<file path="src/rtl/muldiv_iter.sv">
// Iterative RV32M multiply/divide unit. One shared shift/add-subtract engine
// processes one bit per cycle on operand magnitudes, then applies sign fix-up.
module muldiv_iter #(
  parameter int XLEN = 32
) (
  input  logic            i_clk,
  input  logic            i_rst,
  input  logic            i_en,
  input  logic [XLEN-1:0] i_rs1,
  input  logic [XLEN-1:0] i_rs2,
  input  logic [2:0]      i_f3,
  output logic [XLEN-1:0] o_res,
  output logic            o_ack
);

  localparam int CW = $clog2(XLEN);
  localparam logic [XLEN-1:0] MIN_NEG = {1'b1, {(XLEN-1){1'b0}}};

  // Handshake: i_en is a one-cycle start accepted only in S_IDLE; o_ack is high
  // for exactly the S_DONE cycle and o_res holds until the next fix-up.
  typedef enum logic [1:0] {S_IDLE, S_CALC, S_FIX, S_DONE} state_t;

  state_t          state_q, state_d;
  logic [CW-1:0]   cnt_q;
  logic [XLEN:0]   hi_q;
  logic [XLEN-1:0] lo_q, a_q, b_q, a_raw_q, res_q;
  logic [2:0]      f3_q;
  logic            neg_q, sa_q, div0_q, ovf_q;

  // Operand decode, used only when a start is accepted
  logic            is_div_in, signed_a, signed_b, sa_in, sb_in, div0_in, ovf_in;
  logic [XLEN-1:0] a_mag_in, b_mag_in;

  always_comb begin
    is_div_in = i_f3[2];
    signed_a  = i_f3[2] ? ~i_f3[0] : (i_f3 != 3'b011);
    signed_b  = i_f3[2] ? ~i_f3[0] : ~i_f3[1];
    sa_in     = signed_a & i_rs1[XLEN-1];
    sb_in     = signed_b & i_rs2[XLEN-1];
    a_mag_in  = sa_in ? -i_rs1 : i_rs1;
    b_mag_in  = sb_in ? -i_rs2 : i_rs2;
    div0_in   = is_div_in & (i_rs2 == '0);
    ovf_in    = is_div_in & ~i_f3[0] & (i_rs1 == MIN_NEG) & (i_rs2 == '1);
  end

  // Engine step: shift-add for multiply, restoring subtract for divide
  logic [XLEN:0] mul_sum, div_sh, div_diff;
  logic          div_ge;

  always_comb begin
    mul_sum  = {1'b0, hi_q[XLEN-1:0]} + (lo_q[0] ? {1'b0, a_q} : '0);
    div_sh   = {hi_q[XLEN-1:0], lo_q[XLEN-1]};
    div_ge   = (div_sh >= {1'b0, b_q});
    div_diff = div_sh - {1'b0, b_q};
  end

  // Sign correction and field selection
  logic [2*XLEN-1:0] prod, prod_s;
  logic [XLEN-1:0]   quo, rem, fix_res;

  always_comb begin
    prod   = {hi_q[XLEN-1:0], lo_q};
    prod_s = neg_q ? -prod : prod;
    quo    = neg_q ? -lo_q : lo_q;
    rem    = sa_q ? -hi_q[XLEN-1:0] : hi_q[XLEN-1:0];
    case (f3_q)
      3'b000:         fix_res = prod_s[XLEN-1:0];
      3'b001, 3'b010,
      3'b011:         fix_res = prod_s[2*XLEN-1:XLEN];
      3'b100, 3'b101: fix_res = div0_q ? '1 : (ovf_q ? MIN_NEG : quo);
      default:        fix_res = div0_q ? a_raw_q : (ovf_q ? '0 : rem);
    endcase
  end

  always_comb begin
    state_d = state_q;
    case (state_q)
      S_IDLE: if (i_en) state_d = (div0_in | ovf_in) ? S_FIX : S_CALC;
      S_CALC: if (cnt_q == '0) state_d = S_FIX;
      S_FIX:  state_d = S_DONE;
      S_DONE: state_d = S_IDLE;
      default: state_d = S_IDLE;
    endcase
  end

  always_ff @(posedge i_clk) begin
    if (!i_rst) begin
      state_q <= S_IDLE;
      cnt_q   <= '0;
      hi_q    <= '0;
      lo_q    <= '0;
      a_q     <= '0;
      b_q     <= '0;
      a_raw_q <= '0;
      res_q   <= '0;
      f3_q    <= '0;
      neg_q   <= 1'b0;
      sa_q    <= 1'b0;
      div0_q  <= 1'b0;
      ovf_q   <= 1'b0;
    end else begin
      state_q <= state_d;
      case (state_q)
        S_IDLE: if (i_en) begin
          a_q     <= a_mag_in;
          b_q     <= b_mag_in;
          a_raw_q <= i_rs1;
          f3_q    <= i_f3;
          sa_q    <= sa_in;
          neg_q   <= sa_in ^ sb_in;
          div0_q  <= div0_in;
          ovf_q   <= ovf_in;
          cnt_q   <= CW'(XLEN-1);
          hi_q    <= '0;
          lo_q    <= is_div_in ? a_mag_in : b_mag_in;
        end
        S_CALC: begin
          cnt_q <= cnt_q - 1'b1;
          if (f3_q[2]) begin
            hi_q <= div_ge ? div_diff : div_sh;
            lo_q <= {lo_q[XLEN-2:0], div_ge};
          end else begin
            hi_q <= {1'b0, mul_sum[XLEN:1]};
            lo_q <= {mul_sum[0], lo_q[XLEN-1:1]};
          end
        end
        S_FIX: res_q <= fix_res;
        default: ;
      endcase
    end
  end

  assign o_ack = (state_q == S_DONE);
  assign o_res = res_q;

endmodule
</file>
<file path="config.mk">
export PLATFORM = sky130hd
export DESIGN_NAME = muldiv_iter
export DESIGN_NICKNAME = d
export VERILOG_FILES = /design/src/rtl/muldiv_iter.sv
export SDC_FILE = /design/constraint.sdc
export NUM_CORES = 1
export LEC_CHECK = 0
export CORE_MARGIN = 1.5
export CORE_UTILIZATION = 40
export DETAILED_ROUTE_END_ITERATION = 10
export PLACE_DENSITY = 0.57
export SLEW_MARGIN = 25
export SYNTH_ARGS = -nofsm -noshare
export SYNTH_HDL_FRONTEND = slang
export SYNTH_SLANG_ARGS = --single-unit
</file>
<file path="constraint.sdc">
create_clock -name i_clk -period 7.34 [get_ports i_clk]
set_input_delay 0.734 -clock i_clk [delete_from_list [all_inputs] [get_ports i_clk]]
set_output_delay 0.734 -clock i_clk [all_outputs]
set_load 0.01 [all_outputs]
</file>
# After elaboration in Yosys (flattened, before gate mapping)

Cells that the tools add are included.

$add $sub $neg: 8
$lt $le $gt $ge: 1
Equality and inequality tests: 13
Multiplexer cells: 27
Bitwise logic cells: 10
Reductions and logical operators: 10

Operators with widths:

| cell                 | count |
|---|---|
| $mux 32              | 15 |
| $neg 32->32          | 4 |
| $pmux 32 s2          | 2 |
| $pmux 32 s3          | 1 |
| $eq 32x32->1 const B | 2 |
| $mux 64              | 1 |
| $neg 64->64          | 1 |
| $add 32x32->33       | 1 |
| $ge 33x32->1         | 1 |
| $logic_not 32->1     | 1 |
| $sub 32x32->32       | 1 |
| $pmux 5 s2           | 1 |
| $pmux 2 s4           | 1 |
| $and 1x1->1          | 6 |
| $eq 3x2->1 const B   | 2 |
| $eq 3x3->1 const B   | 2 |
| $mux 2               | 3 |
| $reduce_and 2->1     | 3 |
| $logic_not 5->1      | 1 |
| $mux 5               | 1 |
| $sub 5x1->5 const B  | 1 |
| $eq 2x2->1 const B   | 2 |
| $ne 2x2->1 const B   | 2 |
| $eq 3x1->1 const B   | 1 |
| 11 further kinds     | 13 |

Register bits: 206
Output and inout bits: 33
Logic and storage cells: 82

# Logic depth before layout (Yosys ltp)

Depth in word-level cells: 8
Mapped depth: 15
Depth with buffers taken out: 13

# Worst setup path after synthesis

OpenSTA, ideal clock, no wires.

Path kind: reg-to-reg
Start point: reg lo_q[0]
End point: reg hi_q[25]
Library setup time: 117 ps
Arrival time: 3086 ps
Data required time: 7223 ps
Setup slack: 4138 ps
Stages on the path, launching flop included: 16
Path buffers: 2
Period minus slack after synthesis: 3202 ps
Cells stage by stage: dfxtp_1 -> clkbuf_1 -> clkbuf_1 -> and2_1 -> ha_1 -> inv_1 -> fa_1 -> nand2b_1 -> a21oi_1 -> o41a_1 -> a211o_1 -> a21oi_1 -> o221ai_1 -> a41oi_1 -> mux2i_1 -> a22o_1

Longest elaborated chain between the ends: 4

Ends and longest elaborated chain:

| item                   | RTL line | text |
|---|---|---|
| from (decl)            | 26       | `logic [XLEN-1:0] lo_q, a_q, b_q, a_raw_q, res_q;` |
| from (signal assigned) | 115      | `lo_q <= is_div_in ? a_mag_in : b_mag_in;` |
| from (signal assigned) | 121      | `lo_q <= {lo_q[XLEN-2:0], div_ge};` |
| from (signal assigned) | 124      | `lo_q <= {mul_sum[0], lo_q[XLEN-1:1]};` |
| $mux 32                | 51       | `mul_sum = {1'b0, hi_q[XLEN-1:0]} + (lo_q[0] ? {1'b0, a_q} : '0);` |
| $add 32x32->33         | 51       |  |
| $mux 32                | 119      | `if (f3_q[2]) begin` |
| $pmux 32 s2            | 103      | `case (state_q)` |
| to (signal assigned)   | 120      | `hi_q <= div_ge ? div_diff : div_sh;` |
| to (signal assigned)   | 123      | `hi_q <= {1'b0, mul_sum[XLEN:1]};` |
| to (decl)              | 25       | `logic [XLEN:0] hi_q;` |

Every way passes these cells.
A chain may end at the register's enable or synchronous reset.

# Worst setup path in the final report

Start point: reg hi_q[0]
End point: reg hi_q[23]

Longest elaborated chain between the ends: 4
Elaborated cells between the ends (all ways): 6

Ends and longest elaborated chain:

| item                                           | RTL line |
|---|---|
| $sub 32x32->32 or $ge 33x32->1 (tied branches) | 54, 53 |
| $mux 32                                        | 120 |
| $mux 32 *                                      | 119 |
| $pmux 32 s2 *                                  | 103 |

Mark *: on every way between the ends. The rest lies on a longest branch, timed or not.

==> impl_metrics.py <==
metrics = {
    "pwr": {
        "swShare": 0.460,
        "leakage_nw": 7.22,
        "p_comb_frac": 0.500,
        "power.switching_mw": 2.73,
        "p_clk_frac": 0.212,
        "peakVddDrop_mv": 0.227,
        "p_seq_frac": 0.287,
        "p_int_mw": 3.21,
        "powerDensity_mw_per_mm2": 319,
        "fin_total_pwr_mw": 5.94,
    },
    "grt": {
        "grt_pass1_vias": 15868,
        "grt_max_degree": 82,
        "grt_usage": 0.310,
        "grt-ovfl-total": 0,
        "grt_pass1_wl_mm": 99.1,
        "antenna_found_initial": 1,
    },
    "placed_design": {
        "io_buffers": 102,
        "placed_area_mm2": 0.0178,
        "hpwl_mm": 50.9,
        "dp.cells": 2716,
        "gp_congestion": 1.00,
        "pre_cts_slack_ps": 3110,
    },
    "layout": {
        "insertedDiodeCount": 0,
        "instances_no_fill": 2763,
        "final_area_mm2": 0.0186,
        "final_layout_size_suffix_gt1_frac": 0.0614,
        "layout.nets": 2359,
        "fin_util": 0.457,
        "areaGrowthSynthToFinish_pct": 13.3,
    },
    "logic_synthesis": {
        "synthCells": 2209,
        "synth_most_common_cell": "nand2_1",
        "yosysTopAreaCell": "dfxtp_1",
        "ys_seq_elements": 205,
        "synth_fa_ha_area_frac": 0.0595,
        "yosys-top-cells-count": "234 x nand2_1, 205 x dfxtp_1, 188 x nor2_1",
        "synth_mux_area_frac": 0.0425,
        "ys_types": 80,
        "synth_compound_area_frac": 0.285,
        "syn_nets": 2356,
        "ys_top_cells_by_area": "dfxtp_1 25%, xnor2_1 6.3%, ha_1 5.7%",
        "synth_top_family_by_area": "compound AO/OA/AOI/OAI gates",
        "synth_area_mm2": 0.0164,
        "synth_top_cell_area_share": 0.250,
        "async_flop_share": 0,
        "synthXorXnorAreaFrac": 0.102,
        "seq_area_frac_synth": 0.250,
        "synth-simple-area-share": 0.207,
        "synth.avg_cell_area_um2": 7.45,
        "synth_warnings": 0,
        "synth_edf_count": 0,
        "synthFlopType": "dfxtp_1",
    },
    "floorplan": {
        "die_w_um": 206,
        "io_pins": 103,
        "floorplan.initialDensity": 0.404,
        "fp.coreArea_mm2": 0.0407,
        "num_rows": 74,
        "die_y_um": 206,
        "die-area_mm2": 0.0423,
    },
    "min_path": {
        "min_from": "o_res[4]",
        "whs_endpoint": "o_res[4]",
        "worstHoldPathType": "flop to flop",
        "hold_depth": 2,
    },
    "critical_path": {
        "crit_chain": "ha_1, nor2b_1, o31a_1, o311ai_0, a21oi_1, a41oi_1, o21bai_4, buf_4, and2_1, a222oi_1, o21ai_0",
        "ff2ff_path_depth": 11,
        "cp_data_required_time_ps": 7760,
        "slowest_delay_ps": 670,
        "reg2reg_slack_ps": 3290,
        "r2r_end": "hi_q[23]",
        "setup.worst_path.start_class": "flop",
        "regToRegStartpoint": "hi_q[0]",
        "arrival_ps": 4480,
        "cp_slowest_cell": "dfxtp_1",
        "end_kind": "flop",
        "crit_fanout": 38,
        "criticalPathCategory": "flop to flop",
    },
    "clock_network": {
        "clock_latency_ps": 570,
        "cts_tree": "yes",
        "clk_pin_slew_ps": 70,
        "cts.repair.resized": 0,
        "htreeDepth": 1,
        "cts_max_path_buffers": 3,
        "holdBufCountCts": 0,
        "clockRootBuffer": "clkbuf_16",
        "cts_setup_buffers": 0,
        "numCtsBuffers": 25,
        "clkSinkCount": 205,
    },
    "run_status": {
        "status": "finished, final reports clean",
    },
    "run": {
        "maxCapViolations": 0,
    },
    "timing": {
        "grt_setup_unrepaired": "no",
        "fmax_mhz": 247,
        "tightest_slew_ps": 1070,
        "hold_violations": 0,
        "hold_ws_ps": 458,
        "period_share": 0.552,
        "slew-limit-headroom": 0.278,
        "setup_tns_ps": 0,
        "drv_slew": 0,
        "setup_viol": 0,
        "fin_crit_ps": 4050,
        "finalClockSkew_ps": 17.1,
        "worst_slack_ps": 3290,
    },
    "route": {
        "via_per_inst": 6.20,
        "first_pass_iters": 8,
        "postRouteAntennaNets": 0,
        "drc": 0,
        "routedWlPerCell_um": 24.1,
        "num_vias": 17125,
        "drt-total-wl_mm": 66.6,
        "first_iter_violations": 1821,
    },
}
[worst max-delay path, delay by kind of cell (launching register included)]
kind | cells | cell delay [ps]
buffers and inverters | 1 | 310
DFF | 1 | 670
AOI/OAI and AO/OA | 7 | 2150
adders and majority gates | 1 | 340
and+or+nand+nor | 2 | 420
[kinds of logic (layout without fill, tap and decap cells)]
logic type,after synthesis,after routing
xor gates and xnor gates,192,192
buffers and inverters,234,256
and+or+nand+nor,718,718
DFF,205,205
adders and majority gates,77,77
muxes,67,67
AOI/OAI and AO/OA,716,716
[worst max path at each step]
stage,slack [ps],end,startpoint,cells past startpoint
floorplan,4140,hi_q[25],lo_q[0],15
global placement,3180,state_q[0],i_rs1[7],9
detailed placement,3110,state_q[0],i_rs1[7],9
CTS,3360,hi_q[23],hi_q[0],11
global route,2970,hi_q[26],hi_q[0],11
finish,3290,hi_q[23],hi_q[0],11
[layout by cell type, fill, tap and decap left out, drive strengths merged, types with 51 or more instances in the layout]
master	synthesis	final
nand2	235	235
o21ai	170	170
xor2	74	74
and2	51	51
clkdlybuf4s50	0	101
ha	75	75
nor2	189	189
nor3	58	58
inv	73	74
dfxtp	205	205
xnor2	118	118
a211oi	96	96
a21oi	178	178
[routing by layer]
layer  GRT usage  routed length, um  up-vias
li1            -                  -     8036
met1       0.435              30200     8199
met2       0.481              28900      761
met3      0.0380               4810      127
met4       0.119               2640        2
met5           0                 13        -
[layout make-up]
cell class	instances	area, um^2
inverter	74	280
clock inverter	12	103
timing repair buffer	136	1280
sequential	205	4110
fill	4206	22100
clock buffer	34	709
tap	532	666
multi-input combinational	1770	11500
[power groups by stage]
stage	clock network (mW)	registers [mW]	logic, mW
after floorplan	0	1.59	2.08
after global placement	0	1.71	2.90
after detailed placement	0	1.72	2.92
after CTS	1.28	1.70	2.93
after global routing	1.32	1.74	3.24
final	1.26	1.71	2.97
[flip-flops by register name, summed over array words and instances, names as in the netlist]
signal   count
a_q         32
a_raw_q     31
b_q         32
cnt_q        5
div0_q       1
f3_q         3
hi_q        32
lo_q        32
neg_q        1
o_res       32
ovf_q        1
sa_q         1
state_q      2
(Power assumes the default switching activity.)
